**config.mk**
```make
export PLATFORM = sky130hd
export DESIGN_NAME = reset_sequencer_flat
export DESIGN_NICKNAME = d
export VERILOG_FILES = /design/src/rtl/reset_sequencer_if.sv /design/src/rtl/reset_sequencer.sv /design/src/flat_wrapper.sv
export SDC_FILE = /design/constraint.sdc
export NUM_CORES = 1
export LEC_CHECK = 0
export BUFFER_PORTS_ARGS = -buffer_cell sky130_fd_sc_hd__buf_2
export CAP_MARGIN = 5
export CORE_MARGIN = 4
export CORE_UTILIZATION = 55
export CTS_CLUSTER_DIAMETER = 50
export DETAILED_ROUTE_END_ITERATION = 6
export PLACE_DENSITY = 0.77
export SLEW_MARGIN = 20
export SYNTH_ARGS = -nofsm -noshare
export SYNTH_HDL_FRONTEND = slang
export SYNTH_SLANG_ARGS = --single-unit
```
**constraint.sdc**
```tcl
create_clock -name clk -period 2.61 [get_ports clk]
set_clock_uncertainty 0.15 [all_clocks]
set_input_delay 0.261 -clock clk [delete_from_list [all_inputs] [get_ports clk]]
set_output_delay 0.261 -clock clk [all_outputs]
set_load 0.02 [all_outputs]
```
**src/rtl/reset_sequencer_if.sv**
```systemverilog
// Control and status bundle of the reset sequencer: software reset request
// and hold going in, sequenced resets and progress flags coming out.
interface reset_sequencer_if #(
   parameter int NUM_OUT = 4
);
   logic               sw_rst_req;
   logic               hold;
   logic [NUM_OUT-1:0] rst_out;
   logic               busy;
   logic               done;

   modport master (
      output sw_rst_req,
      output hold,
      input  rst_out,
      input  busy,
      input  done
   );

   modport slave (
      input  sw_rst_req,
      input  hold,
      output rst_out,
      output busy,
      output done
   );
endinterface

```
**src/rtl/reset_sequencer.sv**
```systemverilog
// Reset sequencer: turns one asynchronous active-low reset into NUM_OUT
// active-high resets that assert at once, release synchronously and release
// one after another (bit 0 first) after a stretch, spaced by a gap.
// A software request re-runs the release sequence from the stretch phase.
module reset_sequencer #(
   parameter int SYNC_STAGES = 2,
   parameter int NUM_OUT     = 4,
   parameter int STRETCH     = 16,
   parameter int GAP         = 8
) (
   input  logic              clk,
   input  logic              rst_n,
   reset_sequencer_if.slave  bus
);

   localparam int CNT_MAX = (STRETCH > GAP) ? STRETCH : GAP;
   localparam int CW      = $clog2(CNT_MAX + 1);

   localparam logic [CW-1:0] STRETCH_LAST = CW'(STRETCH - 1);
   localparam logic [CW-1:0] GAP_LAST     = CW'(GAP - 1);

   typedef enum logic [1:0] {
      ST_ASSERT  = 2'd0,
      ST_STRETCH = 2'd1,
      ST_RELEASE = 2'd2,
      ST_DONE    = 2'd3
   } state_t;

   // The ASSERT->STRETCH decision of the state register acts as the final
   // synchronizer stage, so only SYNC_STAGES-1 dedicated flops are needed
   // to get SYNC_STAGES flops of settling between rst_n and the sequence.
   logic [SYNC_STAGES-2:0] sync_q;

   state_t              state_q, state_d;
   logic [CW-1:0]       cnt_q, cnt_d;
   logic [NUM_OUT-1:0]  rst_out_q, rst_out_d;
   logic                busy_q, busy_d;
   logic                done_q, done_d;

   logic                sw_take;
   logic                release_evt;
   logic                last_bit;

   // Software request counts in every state except ASSERT.
   assign sw_take  = bus.sw_rst_req && (state_q != ST_ASSERT);
   // Ones are contiguous from the top, so one left shift releases the lowest
   // asserted bit; an all-zero result means this is the final release.
   assign last_bit = ((rst_out_q << 1) == '0);

   // Synchronizer chain: cleared asynchronously, fills with ones after release.
   always_ff @(posedge clk or negedge rst_n) begin
      if (!rst_n) begin
         sync_q <= '0;
      end else begin
         sync_q <= (sync_q << 1) | (SYNC_STAGES-1)'(1);
      end
   end

   // State, counter and output registers.
   always_ff @(posedge clk or negedge rst_n) begin
      if (!rst_n) begin
         state_q   <= ST_ASSERT;
         cnt_q     <= '0;
         rst_out_q <= '1;
         busy_q    <= 1'b1;
         done_q    <= 1'b0;
      end else begin
         state_q   <= state_d;
         cnt_q     <= cnt_d;
         rst_out_q <= rst_out_d;
         busy_q    <= busy_d;
         done_q    <= done_d;
      end
   end

   // Next-state and counter logic; software request beats hold.
   always_comb begin
      state_d     = state_q;
      cnt_d       = cnt_q;
      release_evt = 1'b0;
      case (state_q)
         ST_ASSERT: begin
            if (sync_q[SYNC_STAGES-2]) begin
               state_d = ST_STRETCH;
               cnt_d   = '0;
            end
         end
         ST_STRETCH: begin
            if (sw_take) begin
               state_d = ST_STRETCH;
               cnt_d   = '0;
            end else if (!bus.hold) begin
               if (cnt_q == STRETCH_LAST) begin
                  release_evt = 1'b1;
                  cnt_d       = '0;
                  state_d     = last_bit ? ST_DONE : ST_RELEASE;
               end else begin
                  cnt_d = cnt_q + CW'(1);
               end
            end
         end
         ST_RELEASE: begin
            if (sw_take) begin
               state_d = ST_STRETCH;
               cnt_d   = '0;
            end else if (!bus.hold) begin
               if (cnt_q == GAP_LAST) begin
                  release_evt = 1'b1;
                  cnt_d       = '0;
                  state_d     = last_bit ? ST_DONE : ST_RELEASE;
               end else begin
                  cnt_d = cnt_q + CW'(1);
               end
            end
         end
         ST_DONE: begin
            if (sw_take) begin
               state_d = ST_STRETCH;
               cnt_d   = '0;
            end
         end
         default: begin
            state_d = ST_ASSERT;
            cnt_d   = '0;
         end
      endcase
   end

   // Next values of the registered outputs.
   always_comb begin
      rst_out_d = rst_out_q;
      busy_d    = busy_q;
      done_d    = done_q;
      if (sw_take) begin
         rst_out_d = '1;
         busy_d    = 1'b1;
         done_d    = 1'b0;
      end else if (release_evt) begin
         rst_out_d = rst_out_q << 1;
         if (last_bit) begin
            busy_d = 1'b0;
            done_d = 1'b1;
         end
      end
   end

   assign bus.rst_out = rst_out_q;
   assign bus.busy    = busy_q;
   assign bus.done    = done_q;

endmodule

```
**src/flat_wrapper.sv**
```systemverilog
// flat-port wrapper written by rule: the top's interface ports become plain ports
module reset_sequencer_flat 
#(
   parameter int SYNC_STAGES = 2,
   parameter int NUM_OUT     = 4,
   parameter int STRETCH     = 16,
   parameter int GAP         = 8
)
  (clk, rst_n, bus_sw_rst_req, bus_hold, bus_rst_out, bus_busy, bus_done);
  reset_sequencer_if #(.NUM_OUT(NUM_OUT)) bus_i ();
  input  logic clk;
  input  logic rst_n;
  input wire logic [$bits(bus_i.sw_rst_req)-1:0] bus_sw_rst_req;
  input wire logic [$bits(bus_i.hold)-1:0] bus_hold;
  output wire logic [$bits(bus_i.rst_out)-1:0] bus_rst_out;
  output wire logic [$bits(bus_i.busy)-1:0] bus_busy;
  output wire logic [$bits(bus_i.done)-1:0] bus_done;
  assign bus_i.sw_rst_req = bus_sw_rst_req;
  assign bus_i.hold = bus_hold;
  assign bus_rst_out = bus_i.rst_out;
  assign bus_busy = bus_i.busy;
  assign bus_done = bus_i.done;
  reset_sequencer #(.SYNC_STAGES(SYNC_STAGES), .NUM_OUT(NUM_OUT), .STRETCH(STRETCH), .GAP(GAP)) u_core (.clk(clk), .rst_n(rst_n), .bus(bus_i));
endmodule
```
==> results.sh <==
export IMPL_power_density_nw_per_um2=525.0
export IMPL_period_minus_slack_ns=2.345
export IMPL_p_switching_uw=145.5
export IMPL_synth_cell_types=35
export IMPL_grt_max_degree=15
export IMPL_numClockSinks=14
export IMPL_postRouteAntennaNets=0
export IMPL_reg2reg_depth=6
export IMPL_grt_ovfl_total=0
export IMPL_status="completed"
export IMPL_p_clk_share_pct=31.4
export IMPL_drc=0
export IMPL_clk_path_buf_depth=2
export IMPL_path_cells="inv_1 > ha_1 > o21a_1 > or3_1 > or4_1 > a31oi_1"
export IMPL_cp_num_cells=6
export IMPL_crit_fanout=8
export IMPL_total_power_uw=500.6
export IMPL_finalHoldViolCount=0
export IMPL_critical_path_class="flip-flop to flip-flop"
export IMPL_nets=114
export IMPL_critPathLaunchType="flip-flop"
export IMPL_gp_congestion=0.8989
export IMPL_share_comb_of_total_power_pct=20.4
export IMPL_endpoint_kind="flip-flop"
export IMPL_r2r_end="u_core.cnt_q[2]$_DFFE_PN0P_"
export IMPL_clk_latency_ns=0.28
export IMPL_syn_num_nets=100
export IMPL_postCtsSetupRepairBufs=0
export IMPL_syn_cell_area_sq_um=848.3
export IMPL_area_growth_pct=12.39
export IMPL_crit_required_ns=2.67
export IMPL_fp_dieW_um=47.28
export IMPL_drv_cap=0
export IMPL_setup_viol=0
export IMPL_post_route_period_util_pct=89.86
export IMPL_p_sw_share_pct=29.07
export IMPL_cts_root_buf="clkbuf_4"
export IMPL_die_area_sq_um=2235
export IMPL_p_leak_nw=0.4158
export IMPL_tritoncts="built"
export IMPL_drive_above_1_share_pct=21.78
export IMPL_yosys_warnings=0
export IMPL_tightest_slew_ns=0.5507
export IMPL_max_stage_delay_ns=0.50
export IMPL_reg2reg_from="u_core.state_q[0]$_DFFE_PN0P_"
export IMPL_r2r_setup_slack_ns=0.26
export IMPL_ys_async_sr_fraction_pct=100.0
export IMPL_cp_endpoint="u_core.cnt_q[2]$_DFFE_PN0P_"
export IMPL_hold_class="primary input to flip-flop"
export IMPL_crit_start="u_core.state_q[0]$_DFFE_PN0P_"
export IMPL_relSlewSlack_pct=63.13
export IMPL_viasPerCell=5.931
export IMPL_worstPathArrival_ns=2.40
export IMPL_rsz0062_at_grt="no"
export IMPL_initial_core_util_pct=61.36
export IMPL_core_sq_um=1383
export IMPL_drtPass1Iterations=4
export IMPL_ctsHtreeMaxLevel=1
export IMPL_grt_pass1_wl_um=2994
export IMPL_num_antenna_cells=0
export IMPL_grt_usage_pct=19.98
export IMPL_pwr_share_seq_pct=48.2
export IMPL_tns_ns=0
export IMPL_synthCells=88
export IMPL_seq_area_frac_synth_pct=42.04
export IMPL_routed_wl_um=1772
export IMPL_peakVddDrop_uv=416.8
export IMPL_fp_row_count=13
export IMPL_slowest_stage="or4_1"
export IMPL_port_buffers=9
export IMPL_synth_edff_count=0
export IMPL_final_util_pct=68.96
export IMPL_synth_area_per_cell_sq_um=9.640
export IMPL_ys_flop_type="dfrtp_1"
export IMPL_ioPinCount=10
export IMPL_vias=688
export IMPL_drv_slew=0
export IMPL_die_y_um=47.28
export IMPL_wl_per_cell_um=15.28
export IMPL_cts_buffers=3
export IMPL_crit_family="simple AND/OR/NAND/NOR gates"
export IMPL_antenna_found_initial=0
export IMPL_critPathBufInv=1
export IMPL_grt_pass1_vias=696
export IMPL_fmax_ghz=0.4264
export IMPL_ys_ff_latch=14
export IMPL_p_int_uw=355.1
export IMPL_drt_iter0_drc=10
export IMPL_place_hpwl_um=1353
export IMPL_clk_pin_slew_ns=0.08
-- worst reg2reg max path, stage by stage (launching register included) --
cell,delay (ns)
dfrtp_1,0.40
inv_1,0.09
ha_1,0.29
o21a_1,0.21
or3_1,0.45
or4_1,0.50
a31oi_1,0.18
-- routing by layer --
| layer | wire, um | track usage, % | up-vias |
|---|---|---|---|
| li1 | - | - | 340 |
| met1 | 797 | 22.62 | 335 |
| met2 | 891 | 34.22 | 9 |
| met3 | 56 | 4.981 | 4 |
| met4 | 25 | 10.50 | 0 |
| met5 | 0 | 0 | - |
-- logic make-up (layout without fill, tap and decap cells) --
kind of cell / count (synthesis) / after routing / synth area share [%]
AND/OR/NAND/NOR: 31 / 31 / 20.50
AO/OA/AOI/OAI: 21 / 21 / 16.23
flip-flops: 14 / 14 / 42.04
buffers and inverters: 10 / 23 / 5.457
adder cells (fa/ha/maj): 8 / 8 / 11.80
multiplexers: 3 / 3 / 3.540
other: 1 / 1 / 0.4421
-- power groups by stage --
stage          Combinational, mW  Clock [mW]  Sequential (mW)
4_1_cts                    0.101       0.163            0.241
2_1_floorplan             0.0715           0            0.242
3_3_place_gp              0.0982           0            0.244
3_5_place_dp              0.0996           0            0.245
6_report                   0.102       0.157            0.241
5_1_grt                    0.113       0.171            0.243
-- how the worst min path moves through the flow --
| stage | from | end | slack, ns | cells after the start |
|---|---|---|---|---|
| 2_1_floorplan | rst_n | u_core.bus.done$_DFFE_PN0P_ | -0.18 | 0 |
| 3_3_place_gp | rst_n | u_core.bus.done$_DFFE_PN0P_ | 0.02 | 1 |
| 3_5_place_dp | rst_n | u_core.state_q[0]$_DFFE_PN0P_ | 0.02 | 1 |
| 4_1_cts | bus_sw_rst_req | u_core.state_q[0]$_DFFE_PN0P_ | 0.14 | 3 |
| 5_1_grt | bus_hold | u_core.bus.rst_out[2]$_DFFE_PN1P_ | 0.15 | 3 |
| 6_report | bus_hold | u_core.bus.rst_out[3]$_DFFE_PN1P_ | 0.15 | 3 |
-- cell type report --
class / count / area (sq um)
sequential: 14 / 356.6
clock buffer: 4 / 36.28
timing repair buffer: 12 / 70.07
multi-input combinational: 64 / 445.4
tap: 15 / 18.77
fill: 126 / 429.2
inverter: 7 / 26.28
-- per-stage QoR --
step / setup slack (ns) / hold WS (ns) / area (sq um) / instances
floorplan: 0.3847 / -0.1846 / 848.3 / 88
global placement: 0.3917 / 0.01741 / 907.1 / 111
detailed placement: 0.3073 / 0.02274 / 907.1 / 111
CTS: 0.2746 / 0.1378 / 953.4 / 116
global route: 0.1594 / 0.1521 / 953.4 / 116
finish: 0.2648 / 0.1493 / 953.4 / 116
-- flip-flops by register name (all words and copies together), names as in the netlist --
signal,flops
u_core.bus.rst_out,4
u_core.cnt_q,5
u_core.sync_q,1
u_core.state_q,2
u_core.bus.busy,1
u_core.bus.done,1
-- Yosys cell counts, drive strengths merged, types with 3 or more instances --
library cell / instances / area share (%)
ha: 8 / 12
nor2: 6 / 2.7
nand3: 6 / 3.5
dfrtp: 9 / 27
dfstp: 5 / 15
nor2b: 3 / 2.2
mux2i: 3 / 3.5
o21ai: 4 / 2.4
a21oi: 6 / 3.5
nand2: 5 / 2.2
inv: 7 / 3.1
-- cells in the final DEF (no fill, tap or decap), types with 3 or more instances in the layout --
cell type | netlist | routed
buf_2 | 0 | 9
dfrtp_1 | 9 | 9
ha_1 | 8 | 8
inv_1 | 7 | 7
a21oi_1 | 6 | 6
nand3_1 | 6 | 6
nor2_1 | 6 | 6
nand2_1 | 5 | 5
dfstp_2 | 5 | 5
o21ai_0 | 4 | 4
nor2b_1 | 3 | 3
mux2i_1 | 3 | 3
clkbuf_4 | 0 | 3
-- repair_timing --
item	in CTS	in global routing
gates resized for setup	0	0
hold buffers	1	0
hold endpoints to repair	14	0
Note: power is estimated with default switching activity, not from simulation.
